## config.mk

```make
export PLATFORM = sky130hd
export DESIGN_NAME = tick_counter
export DESIGN_NICKNAME = d
export VERILOG_FILES = /design/src/rtl/tick_counter.sv
export SDC_FILE = /design/constraint.sdc
export NUM_CORES = 1
export LEC_CHECK = 0
export BUFFER_PORTS_ARGS = -buffer_cell sky130_fd_sc_hd__buf_2
export CORE_ASPECT_RATIO = 1.4
export CORE_MARGIN = 8
export CORE_UTILIZATION = 24
export CTS_BUF_LIST = sky130_fd_sc_hd__clkbuf_16
export CTS_CLUSTER_SIZE = 40
export DETAILED_ROUTE_END_ITERATION = 10
export PLACE_DENSITY_LB_ADDON = 0.15
export SLEW_MARGIN = 10
export SYNTH_ARGS = -nofsm -noshare
export SYNTH_HDL_FRONTEND = slang
export SYNTH_SLANG_ARGS = --single-unit
```

## constraint.sdc

```tcl
create_clock -name i_clk -period 2.53 [get_ports i_clk]
set_input_delay 0.3795 -clock i_clk [delete_from_list [all_inputs] [get_ports i_clk]]
set_output_delay 0.3795 -clock i_clk [all_outputs]
set_load 0.05 [all_outputs]
```

## src/rtl/tick_counter.sv

```systemverilog
// ============================================================================
//  Module   : tick_counter
//  Brief    : Parametrised prescaled up/down event counter with wrap/saturate,
//             parallel load, and registered tick / wrap strobes.
//  Revision : 1.0 - initial release
// ============================================================================
`default_nettype none

module tick_counter #(
  parameter int INPUT_CLOCK_HZ = 27000000,
  parameter int INC_TIME_MS    = 1000,
  parameter int WIDTH          = 8,
  parameter int MODULO         = 256,
  parameter bit SATURATE       = 1'b0
) (
  input  logic             i_clk,
  input  logic             i_rst,
  input  logic             i_enable,
  input  logic             i_up,
  input  logic             i_load,
  input  logic [WIDTH-1:0] i_load_value,
  output logic [WIDTH-1:0] o_value,
  output logic             o_tick,
  output logic             o_wrap,
  output logic             o_at_limit
);

  localparam int             c_DIV        = INPUT_CLOCK_HZ / 1000 * INC_TIME_MS;
  localparam int             c_PW         = (c_DIV > 1) ? $clog2(c_DIV) : 1;
  localparam logic [c_PW-1:0] c_PRESC_LAST = c_PW'(c_DIV - 1);
  localparam logic [WIDTH:0]   c_MAX        = (WIDTH + 1)'(MODULO - 1);
  localparam logic [WIDTH-1:0] c_MAX_V      = WIDTH'(MODULO - 1);

  if (c_DIV < 1) begin : g_chk_div
    $fatal(1, "tick_counter: DIV must be >= 1");
  end
  if (MODULO < 2) begin : g_chk_mod_lo
    $fatal(1, "tick_counter: MODULO must be >= 2");
  end
  if (MODULO > (2 ** WIDTH)) begin : g_chk_mod_hi
    $fatal(1, "tick_counter: MODULO must be <= 2**WIDTH");
  end

  logic [c_PW-1:0]  r_presc;
  logic [WIDTH-1:0] r_value;
  logic             r_tick;
  logic             r_wrap;

  logic [WIDTH:0]   w_val_ext;
  logic [WIDTH:0]   w_load_ext;
  logic [WIDTH-1:0] w_load_clamped;
  logic             w_step;
  logic             w_hit;
  logic [WIDTH-1:0] w_next;

  assign w_val_ext      = {1'b0, r_value};
  assign w_load_ext     = {1'b0, i_load_value};
  assign w_load_clamped = (w_load_ext > c_MAX) ? c_MAX_V : i_load_value;
  assign w_step         = i_enable && (r_presc == c_PRESC_LAST);
  assign w_hit          = i_up ? (w_val_ext == c_MAX) : (w_val_ext == '0);

  // At a limit: saturate holds the value, otherwise jump to the opposite end.
  always_comb begin
    w_next = r_value;
    if (w_hit) begin
      if (!SATURATE) begin
        w_next = i_up ? '0 : c_MAX_V;
      end
    end else if (i_up) begin
      w_next = WIDTH'(w_val_ext + (WIDTH + 1)'(1));
    end else begin
      w_next = WIDTH'(w_val_ext - (WIDTH + 1)'(1));
    end
  end

  always_ff @(posedge i_clk) begin
    if (i_rst) begin
      r_presc <= '0;
      r_value <= '0;
      r_tick  <= 1'b0;
      r_wrap  <= 1'b0;
    end else if (i_load) begin
      r_presc <= '0;
      r_value <= w_load_clamped;
      r_tick  <= 1'b0;
      r_wrap  <= 1'b0;
    end else if (i_enable) begin
      r_tick <= w_step;
      r_wrap <= w_step && w_hit;
      if (w_step) begin
        r_presc <= '0;
        r_value <= w_next;
      end else begin
        r_presc <= r_presc + c_PW'(1);
      end
    end else begin
      r_tick <= 1'b0;
      r_wrap <= 1'b0;
    end
  end

  assign o_value    = r_value;
  assign o_tick     = r_tick;
  assign o_wrap     = r_wrap;
  assign o_at_limit = i_up ? (r_value == c_MAX_V) : (r_value == '0);

endmodule

`default_nettype wire

```

==> key figures <==
Status
  • Status: completed

Logic synthesis
  • Register bit total from synthesis: 35
  • Post-synth top area cell: dfxtp_1
  • Largest family of logic cells by synthesized area: simple AND/OR/NAND/NOR gates
  • Adder-cell share of the synthesized area: 5.18%
  • Mapped Area: 2080 µm²
  • Post-synthesis mux area share: 0.542%
  • Synth Warn #: 0
  • Syn_area_per_cell: 8.80 µm²
  • Most frequent cell after synthesis: dfxtp_1
  • Number of synthesized flops with an enable pin: 0
  • Post-Syn Nets: 257
  • Sequential element share of the synthesized area: 33.7%
  • Synth Area in Compound Gates: 12.4%
  • Main flop type after synthesis: dfxtp_1
  • Commonest cells in the netlist: dfxtp_1, nor2_1, xor2_1
  • Ys async rst share: 0%
  • Synth Area in XOR/XNOR: 11.8%
  • Synth unique cells: 48
  • Simple-Gate Fraction of Synth Area: 32.7%
  • Synth area leaders: dfxtp_1, xor2_1, nor2_1
  • Synth top area share: 33.7%
  • Post-Syn Instances: 236

Power and ir drop
  • Power Density: 544 nW/µm²
  • VDD IR max: 0.213 mV
  • Pwr Total: 1.33 mW
  • Leak Pwr: 1.02 nW

Routing
  • DRC Markers: 0
  • Drt wl/cell: 14.3 µm
  • Routed WL: 5280 µm
  • DR vias: 1746
  • DRT Pass-1 Iters: 4
  • DRT iter0 DRCs: 49
  • Via-to-Cell Ratio: 4.72
  • Post-route ant nets: 0

CTS
  • Worst-skew pair later-pin latency: 0.27 ns
  • Post-CTS setup buffers: 0
  • CTS sink cnt: 35
  • Reg clk slew, reported paths: 0.05 ns
  • Hold Buf Count CTS: 0
  • Clk root buf: clkbuf_16
  • CTS tree: built
  • Max clock buf depth: 2
  • TritonCTS Buffers: 5
  • Post-CTS resize count: 0
  • H-Tree Level Count: 2

Global route
  • Vias in the first global route: 1752
  • GRT overflow: 0
  • Antenna violations before repair: 0
  • Gr usage total: 9.38%
  • First-pass GRT wire length: 8850 µm
  • Largest net degree at the start of global routing: 16

Setup path
  • Setup crit end kind: output pin
  • WP data arrival: 1.79 ns
  • WS Path Type: reg2out
  • RR Startpoint: o_value[1]
  • Critical path peak fanout: 5
  • Crit start category: flop
  • Critical path required time: 2.15 ns
  • Launch point of the critical path: o_value[4]

Timing
  • Endpoints failing setup: 0
  • Slew at the pin closest to its max-slew limit: 0.492 ns
  • Slew HR: 67.2%
  • Final Hold Viols: 0
  • RSZ-0062 raised after global routing: false
  • Final period utilization: 85.6%
  • Skew final: 0.00396 ns
  • Min cycle time layout: 2.17 ns
  • Final Max Tran Viols: 0
  • Setup TNS: 0 ns
  • Highest clock rate: 462 MHz

Flow run
  • Max-cap viol count: 0

Final layout
  • Final Non-Filler Cells: 370
  • Layout cells sized above 1: 17.4%
  • Final net count: 285
  • Final Core Density: 28.8%
  • Synth-to-Final Area Change: 17.8%
  • Seq. cell area: 701 µm²
  • Area of the multi-input gates: 1300 µm²
  • Ant diodes: 0
  • # fillers: 931

Die
  • Die Wd: 94.6 µm
  • Total core area: 8510 µm²
  • Num ports: 24
  • Die ar.: 11900 µm²
  • Starting density of the core: 24.4%
  • Die Ht: 126 µm
  • # rows: 40

Placement
  • Inst Count DP: 362
  • Detailed placement HPWL: 4110 µm
  • Routability cong.: 0.807
  • I/O Buffers: 23

Min path
  • Hold Crit Start: i_load_value[4]
  • Worst Hold Class: in2reg
-- routing by layer --
layer  routed length [µm]  global-route usage (%)  part of all wire [%]  up-vias
li1                     -                       -                     -      898
met5                    0                       0                     0        -
met2                 2830                    16.8                    54       21
met1                 2180                    10.2                    41      825
met4                   44                    3.23                  0.83        0
met3                  230                    2.32                   4.4        2
-- registers in the layout, indices dropped and copies added, names as in the netlist --
signal and flops:
r_presc 25, o_wrap 1, o_tick 1, o_value 8
-- stage by stage --
stage / hold WS [ns] / cell area (µm²) / setup WS, ns
after floorplan: 0.459 / 2080 / 0.420
after global placement: 0.508 / 2310 / 0.327
after detailed placement: 0.512 / 2310 / 0.286
after CTS: 0.331 / 2450 / 0.335
after global routing: 0.361 / 2450 / 0.207
final: 0.332 / 2450 / 0.364
-- worst max-delay path: stages, from the launching register on --
cell,delay (ns)
dfxtp_1,0.36
nor4_1,0.44
and3_1,0.24
a21oi_1,0.11
inv_1,0.11
buf_2,0.26
-- path summary, 6_finish.rpt --
kind	endpoint	slack, ns	cells after the start
setup / recovery	o_at_limit	0.36	5
hold / removal	o_value[4]	0.33	3
setup reg to reg	o_value[7]	0.59	6
hold reg to reg	r_presc[24]	0.52	2
-- power by group --
group	leakage (nW)	total, mW	internal [mW]	switching, mW
clock network	0.0701	0.571	0.354	0.217
logic	0.665	0.185	0.0677	0.117
registers	0.284	0.577	0.561	0.0156
-- area by class of cell --
type,instances,share of cell area [%]
clock buffers,5,5.11
clock inverters,3,0.460
inverters,11,1.69
multi-input cells,185,53.1
flip-flops and latches,35,28.6
well taps,105,5.37
repair buffers,26,5.62
-- cells in the final DEF, fill, tap and decap left out, drive strengths merged, types with 3 or more instances in the layout --
cell type  instances
nor3               6
inv               12
nand2b             3
xnor2              6
o21ai              9
ha                 7
nor4               3
clkbuf             5
a21oi             11
nand2             16
and3               8
nor4b              3
nand3              7
dfxtp             35
a21boi             4
nor2              36
and2               3
o31ai              4
buf               26
xor2              22
nand4             14
-- kinds of logic (layout without fill, tap and decap cells) --
| family | after synthesis | after routing |
|---|---|---|
| buf+inv | 16 | 45 |
| simple gates | 108 | 108 |
| xor+xnor | 28 | 28 |
| flops | 35 | 35 |
| mux | 1 | 1 |
| fa+ha+maj | 8 | 8 |
| compound gates | 40 | 40 |
No activity file was read; power rests on OpenSTA's default activity.
